`src/rtl/bictr_seq_pkg.sv`:
```
// Shared types and constants for the counter sequencing controller.
// Holds the FSM state encoding, the default counter width and the pass-count width.
package bictr_seq_pkg;

  localparam int WIDTH_DEF = 4;
  localparam int REPS_W    = 4;

  typedef enum logic [1:0] {
    IDLE = 2'd0,
    LOAD = 2'd1,
    RUN  = 2'd2,
    DONE = 2'd3
  } state_t;

endpackage

```
`src/rtl/bictr_seq_ctrl.sv`:
```
// Sequencer driving a 4-bit up/down counter through repeated start->end passes; one-cycle FSM response, cen gated by tercnt.
// Optional ping-pong mode under BICTR_SEQ_BOUNCE_EN: passes alternate direction instead of reloading.
module bictr_seq_ctrl
  import bictr_seq_pkg::*;
#(
  parameter int WIDTH = WIDTH_DEF
) (
  input  logic              clk,
  input  logic              reset,
  input  logic              start,
  input  logic              stop,
  input  logic              dir,
  input  logic [WIDTH-1:0]  start_val,
  input  logic [WIDTH-1:0]  end_val,
  input  logic [REPS_W-1:0] reps,
  input  logic              tercnt,
  output logic [WIDTH-1:0]  data,
  output logic              load,
  output logic              up_dn,
  output logic              cen,
  output logic [WIDTH-1:0]  count_to,
  output logic              busy,
  output logic              done,
  output logic              aborted,
  output logic [REPS_W-1:0] pass
);

  state_t              state_q, state_d;
  logic [REPS_W-1:0]   pass_q, pass_d;
  logic [REPS_W-1:0]   reps_q;
  logic [WIDTH-1:0]    start_q, end_q;
  logic [WIDTH-1:0]    tgt_q, tgt_d;
  logic                dir_q, dir_d;
  logic                abort_d, aborted_q;
  logic                latch;

  always_ff @(posedge clk or posedge reset) begin
    if (reset) begin
      state_q   <= IDLE;
      pass_q    <= '0;
      reps_q    <= '0;
      start_q   <= '0;
      end_q     <= '0;
      tgt_q     <= '0;
      dir_q     <= 1'b0;
      aborted_q <= 1'b0;
    end else begin
      state_q   <= state_d;
      pass_q    <= pass_d;
      tgt_q     <= tgt_d;
      dir_q     <= dir_d;
      aborted_q <= abort_d;
      if (latch) begin
        start_q <= start_val;
        end_q   <= end_val;
        reps_q  <= reps;
      end
    end
  end

  always_comb begin
    state_d = state_q;
    pass_d  = pass_q;
    tgt_d   = tgt_q;
    dir_d   = dir_q;
    abort_d = 1'b0;
    latch   = 1'b0;
    data    = '0;
    load    = 1'b0;
    up_dn   = 1'b0;
    cen     = 1'b0;
    done    = 1'b0;
    unique case (state_q)
      IDLE: begin
        if (start) begin
          latch   = 1'b1;
          dir_d   = dir;
          pass_d  = '0;
          state_d = LOAD;
        end
      end
      LOAD: begin
        data  = start_q;
        tgt_d = end_q;
        if (stop) begin
          abort_d = 1'b1;
          state_d = IDLE;
        end else begin
          load    = 1'b1;
          cen     = 1'b1;
          state_d = RUN;
        end
      end
      RUN: begin
        up_dn = dir_q;
        if (stop) begin
          abort_d = 1'b1;
          state_d = IDLE;
        end else begin
          // Holding cen low on the terminal cycle parks the counter on the end value.
          cen = ~tercnt;
          if (tercnt) begin
            if (pass_q == reps_q) begin
              state_d = DONE;
            end else begin
              pass_d = pass_q + 1'b1;
`ifdef BICTR_SEQ_BOUNCE_EN
              dir_d  = ~dir_q;
              tgt_d  = (tgt_q == end_q) ? start_q : end_q;
`else
              state_d = LOAD;
`endif
            end
          end
        end
      end
      DONE: begin
        done    = 1'b1;
        state_d = IDLE;
      end
      default: state_d = IDLE;
    endcase
  end

  assign count_to = (state_q == LOAD) ? end_q : tgt_q;
  assign busy     = (state_q != IDLE);
  assign aborted  = aborted_q;
  assign pass     = pass_q;

endmodule

```
`config.mk`:
```
export PLATFORM = sky130hd
export DESIGN_NAME = bictr_seq_ctrl
export DESIGN_NICKNAME = d
export VERILOG_FILES = /design/src/rtl/bictr_seq_pkg.sv /design/src/rtl/bictr_seq_ctrl.sv
export SDC_FILE = /design/constraint.sdc
export NUM_CORES = 1
export LEC_CHECK = 0
export CAP_MARGIN = 30
export CORE_MARGIN = 3
export CORE_UTILIZATION = 49
export CTS_BUF_LIST = sky130_fd_sc_hd__clkbuf_4 sky130_fd_sc_hd__clkbuf_8
export CTS_CLUSTER_DIAMETER = 120
export CTS_CLUSTER_SIZE = 40
export DETAILED_ROUTE_END_ITERATION = 10
export PLACE_DENSITY = 0.89
export SLEW_MARGIN = 20
export SYNTH_ARGS = -nofsm -noshare
export SYNTH_HDL_FRONTEND = slang
export SYNTH_SLANG_ARGS = --single-unit
```
`constraint.sdc`:
```
create_clock -name clk -period 2 [get_ports clk]
set_input_delay 0.3 -clock clk [delete_from_list [all_inputs] [get_ports clk]]
set_output_delay 0.3 -clock clk [all_outputs]
set_load 0.005 [all_outputs]
```
**Yosys cells after proc, flatten, opt, wreduce, memory -nomap -nowiden**

Cells that the tools add are included.

- Bits in registers: 24
- Word-level logic and storage cells: 49
- Output and inout port bits: 18
- Bits of input ports: 18

- Multiplexer cells: 23
- Bitwise logic cells: 1
- Add/sub/neg operators: 1
- Equality and inequality tests: 9
- Reductions and logical operators: 7

Operators by type and width:

| cell | count |
|---|---|
| $mux 4 | 6 |
| $mux 2 | 5 |
| $mux 1 | 9 |
| $ne 2x2->1 const B | 4 |
| $pmux 2 s4 | 1 |
| $pmux 4 s2 | 1 |
| $reduce_and 5->1 | 1 |
| $add 4x1->4 const B | 1 |
| $eq 2x2->1 const B | 2 |
| $eq 4x4->1 | 1 |
| $reduce_and 2->1 | 2 |
| $reduce_bool 2->1 | 2 |
| $ne 3x3->1 const B | 1 |
| $eq 2x1->1 const B | 1 |
| $logic_not 2->1 | 1 |
| $pmux 1 s2 | 1 |
| $reduce_or 2->1 | 1 |
| $not 1->1 | 1 |

**Longest topological paths before layout**

- Depth after elaboration: 5
- Gate-level depth with buffers: 6
- Gate-level depth less buffers: 6

**Least setup slack after synthesis**

Ideal clock, no wire load.

- Path type: register -> output
- Start: reg state_q[1]
- End: out count_to[0]
- Path buffers: 1
- Required time: 1.700 ns
- Stages on the path, launching flop included: 5
- Setup slack: 0.434 ns
- Data arrival time: 1.266 ns
- Path through: dfrtp_1 -> inv_1 -> ha_1 -> clkbuf_1 -> mux2_2

- Word-level cells in the longest chain between the ends: 2

RTL lines:

| element | RTL line | text |
|---|---|---|
| start, declared | bictr_seq_ctrl.sv:28 | `state_t state_q, state_d;` |
| start signal, assigned | bictr_seq_ctrl.sv:48 | `state_q <= state_d;` |
| $eq 2x1->1 | bictr_seq_ctrl.sv:125 | `assign count_to = (state_q == LOAD) ? end_q : tgt_q;` |
| $mux 4 | n/a |  |
| end, declared | bictr_seq_ctrl.sv:21 | `output logic [WIDTH-1:0] count_to,` |

No other way between the ends.

**Worst setup path after layout**

- Start: reg state_q[1]
- End: out done

- Word-level cells in the longest chain between the ends: 2

RTL lines:

| element | RTL line | text |
|---|---|---|
| $eq 2x2->1 | bictr_seq_ctrl.sv:73 | `unique case (state_q)` |
| $mux 1 | bictr_seq_ctrl.sv:73 |  |
| end, declared | bictr_seq_ctrl.sv:23 | `output logic done,` |

No other way between the ends.

==> results by stage <==
Floorplanning:
- In this run the core area contains 17 standard-cell rows.
- The top-level I/O count is 36.
- The die covers 0.00319 mm².
- The starting density of the core is 0.539.
- The width of the chip is 56.5 µm.
- The y dimension of the die is 56.5 µm.
- The area inside the core boundary is 0.00232 mm².

Timing:
- The total negative setup slack is 0 ns.
- Counting I/O delays and the setup requirement, the final critical path takes 1.92 ns.
- The setup clock skew after layout is 0.00235 ns.
- The share of the cycle needed by the critical path after routing is 0.961.
- The number of hold-slack violations in the final timing report came to 0.
- The total count of max-transition violations in the final report is 0.
- The final count of negative-setup-slack endpoints is 0.
- Setup repair after global routing left no endpoint under its margin.
- The upper clock frequency limit is 0.520 GHz.
- The relative max-transition margin is 0.730.
- The transition time at the pin with the least slew margin is 0.401 ns.

Finish:
- The final layout net count is 170.
- The area of all placed cells without fillers is 0.00175 mm².
- Of the cells placed in the final design, the portion with a size suffix greater than 1 is 0.317.
- The synthesis-to-layout area growth is 40.4%.
- The library cells used most frequently in the layout, excluding fill and tap cells, are 23 x sky130_fd_sc_hd__dfrtp_1, 23 x sky130_fd_sc_hd__clkdlybuf4s50_1, 15 x sky130_fd_sc_hd__mux2_2, 9 x sky130_fd_sc_hd__dlygate4sd2_1, 8 x sky130_fd_sc_hd__buf_4.
- The number of diodes is 0.

Critical path:
- STA classifies the critical path endpoint as an output port.
- The critical path start-end classification is reg -> out.
- The beginning of the critical path is state_q[1].
- The kind of launch point of the worst setup path is a register.
- The signal arrival time at the worst endpoint is 1.62 ns.
- Along the worst path, the maximum fanout reaches 3.
- The startpoint of the lowest-slack register-to-register path is state_q[1].
- STA puts the critical path data required time at 1.70 ns.

Outcome:
- The run finished with clean final reports.

Drt:
- After the first detailed-routing iteration, the DRC count stood at 21.
- The pre-antenna-repair detailed-routing pass consisted of 3 iterations.
- The total routed wirelength is 2.70 mm.
- The wire length per cell is 15.6 µm.
- The detail-routed via count per cell is 5.40.
- The count of vias placed by the detailed router is 934.
- The remaining number of nets flagged by the antenna check after routing is 0.
- For this run, design rule violations remaining after detail routing come to 0.

Global route:
- The number of global-route vias before repair is 1019.
- The first global-routing pass estimated 4.55 mm of wire.
- The total overflow left after global routing is 0.
- The initial antenna violation count is 0.
- Across every metal layer, demand over resource in global routing totals 0.185.
- Entering global routing, the biggest net connects 25 pins.

CTS:
- Counting every sink on the clock net gives 24.
- The maximum clock path buffer count is 2.
- The clock latency at the later pin of the worst-skew pair is 0.32 ns.
- The depth of the CTS H-tree is 1.
- The clock-pin transition on the worst setup and hold timing paths is 0.13 ns.
- The number of buffers inserted during clock tree synthesis is 3.
- The root buffer cell chosen for the clock tree is sky130_fd_sc_hd__clkbuf_4.
- TritonCTS built the clock tree.

Yosys:
- The post-synthesis mux area share is 0.153.
- After synthesis the cells add up to 0.00125 mm².
- The number of synthesized register bits is 24.
- The complex-gate fraction of the synthesized area came to 0.103.
- The post-synthesis cell count is 101.
- The net count after synthesis is 125.
- The cell accounting for the most synthesized area is sky130_fd_sc_hd__dfrtp_1.
- The count of unique library cells instantiated by Yosys is 27.
- By area the synthesized netlist is led by sky130_fd_sc_hd__dfrtp_1 48%, sky130_fd_sc_hd__mux2_2 15%, sky130_fd_sc_hd__ha_1 6.0%, sky130_fd_sc_hd__xor2_2 3.9%, sky130_fd_sc_hd__and2_1 3.0%.
- For this run, the number of Yosys warnings is 0.
- Of the total synthesized cell area, the portion taken by XOR and XNOR cells is 0.0461.
- The area fraction of the dominant cell type after synthesis is 0.481.
- The portion of the post-synthesis area used by sequential elements is 0.481.
- By area, the combinational part of the netlist is dominated by multiplexers.
- Of the total synthesized cell area, the portion taken by AND, OR, NAND and NOR gates is 0.127.
- The post-synthesis area per instance is 12.4 µm².
- The fraction of the mapped netlist area in adder cells is 0.0601.

Place:
- The global placement routability congestion is 0.820.
- After legalization and detailed placement, the total HPWL measured 2.03 mm.
- In this run the tool buffered the top-level ports with 35 buffer cells.
- The cell area reported after detailed placement is 0.00167 mm².

Power:
- The analysis attributes to cell leakage a power of 0.000774 µW.
- Dividing total power by cell area gives a power density of 1430 mW/mm².
- The largest voltage drop on the vdd net is 977 µV.

Flow run:
- The number of maximum-capacitance violations is 0.

Worst hold path:
- The worst hold path belongs to the class in -> async.
[cell usage after synthesis]
cell                         n
sky130_fd_sc_hd__a21oi_1     4
sky130_fd_sc_hd__a2bb2oi_2   1
sky130_fd_sc_hd__and2_1      6
sky130_fd_sc_hd__buf_2       2
sky130_fd_sc_hd__clkbuf_1    1
sky130_fd_sc_hd__dfrtp_1    24
sky130_fd_sc_hd__ha_1        6
sky130_fd_sc_hd__inv_1       6
sky130_fd_sc_hd__mux2_2     17
sky130_fd_sc_hd__nand2_1     5
sky130_fd_sc_hd__nand2b_1    2
sky130_fd_sc_hd__nand3_1     4
sky130_fd_sc_hd__nand3b_1    1
sky130_fd_sc_hd__nor2_1      1
sky130_fd_sc_hd__nor2b_1     3
sky130_fd_sc_hd__nor3b_1     2
sky130_fd_sc_hd__nor4_1      2
sky130_fd_sc_hd__nor4_2      1
sky130_fd_sc_hd__o211ai_1    2
sky130_fd_sc_hd__o21ai_0     2
sky130_fd_sc_hd__o221ai_1    1
sky130_fd_sc_hd__o31ai_1     1
sky130_fd_sc_hd__o41ai_1     1
sky130_fd_sc_hd__o41ai_2     1
sky130_fd_sc_hd__o41ai_4     1
sky130_fd_sc_hd__xor2_1      1
sky130_fd_sc_hd__xor2_2      3
[critical path, cell delays in order, from the launching register on]
cell and delay, ns:
sky130_fd_sc_hd__dfrtp_1 0.43, sky130_fd_sc_hd__buf_4 0.14, sky130_fd_sc_hd__buf_4 0.13, sky130_fd_sc_hd__ha_1 0.16
sky130_fd_sc_hd__clkdlybuf4s50_1 0.44
[metal layers]
| layer | global-route usage | share of wire | wire (µm) | up-vias |
|---|---|---|---|---|
| li1 | - | - | - | 443 |
| met1 | 0.205 | 0.40 | 1070 | 458 |
| met2 | 0.332 | 0.53 | 1420 | 28 |
| met3 | 0.0483 | 0.053 | 144 | 5 |
| met4 | 0.0712 | 0.023 | 61 | 0 |
| met5 | 0 | 0 | 0 | - |
[final timing paths]
kind	end	slack, ns	depth (start not counted)
max in group asynchronous	state_q[0]	1.43	3
max	done	0.08	4
min in group clk	start_q[0]	0.51	1
max reg2reg	state_q[1]	0.26	7
min reg2reg	start_q[0]	0.51	1
min	end_q[2]	0.32	3
[sequential cells by signal, indices dropped and copies added (netlist names)]
signal / count
aborted: 1
state_q: 2
reps_q: 4
tgt_q: 4
end_q: 4
start_q: 4
pass: 4
dir_q: 1
[per-stage QoR]
step | total power (µW) | setup WS [ns] | hold WS [ns] | cells | util
6_report | 2500 | 0.0778 | 0.317 | 173 | 0.756
5_1_grt | 2680 | 0.0194 | 0.347 | 173 | 0.756
4_1_cts | 2490 | 0.00935 | 0.322 | 174 | 0.753
3_5_place_dp | 2140 | 0.0170 | 0.491 | 167 | 0.718
3_3_place_gp | 2070 | 0.111 | 0.481 | 167 | 0.718
2_1_floorplan | 1530 | 0.434 | 0.315 | 101 | -
[what timing repair did]
item	4_1_cts	5_1_grt
setup endpoints to repair	12	5
pin swaps	0	1
hold buffers	0	0
resized for setup	20	11
buffers inserted	3	0
[where the power goes]
part	switching, µW	internal [µW]
Combinational	575	727
Sequential	142	704
Clock	150	203
Total	867	1630
[cell type report]
cell class	count	area (µm²)
multi-input combinational	68	657
clock inverter	1	30.0
tap	28	35.0
fill	159	566
timing repair buffer	43	384
sequential	24	602
clock buffer	3	22.5
inverter	6	22.5
[cell families after synthesis]
| logic type | count (synthesis) |
|---|---|
| mux | 17 |
| flops | 24 |
| buf+inv | 9 |
| fa+ha+maj | 6 |
| compound gates | 14 |
| simple gates | 27 |
| xor+xnor | 4 |
Note: power is estimated with default switching activity, not from simulation.
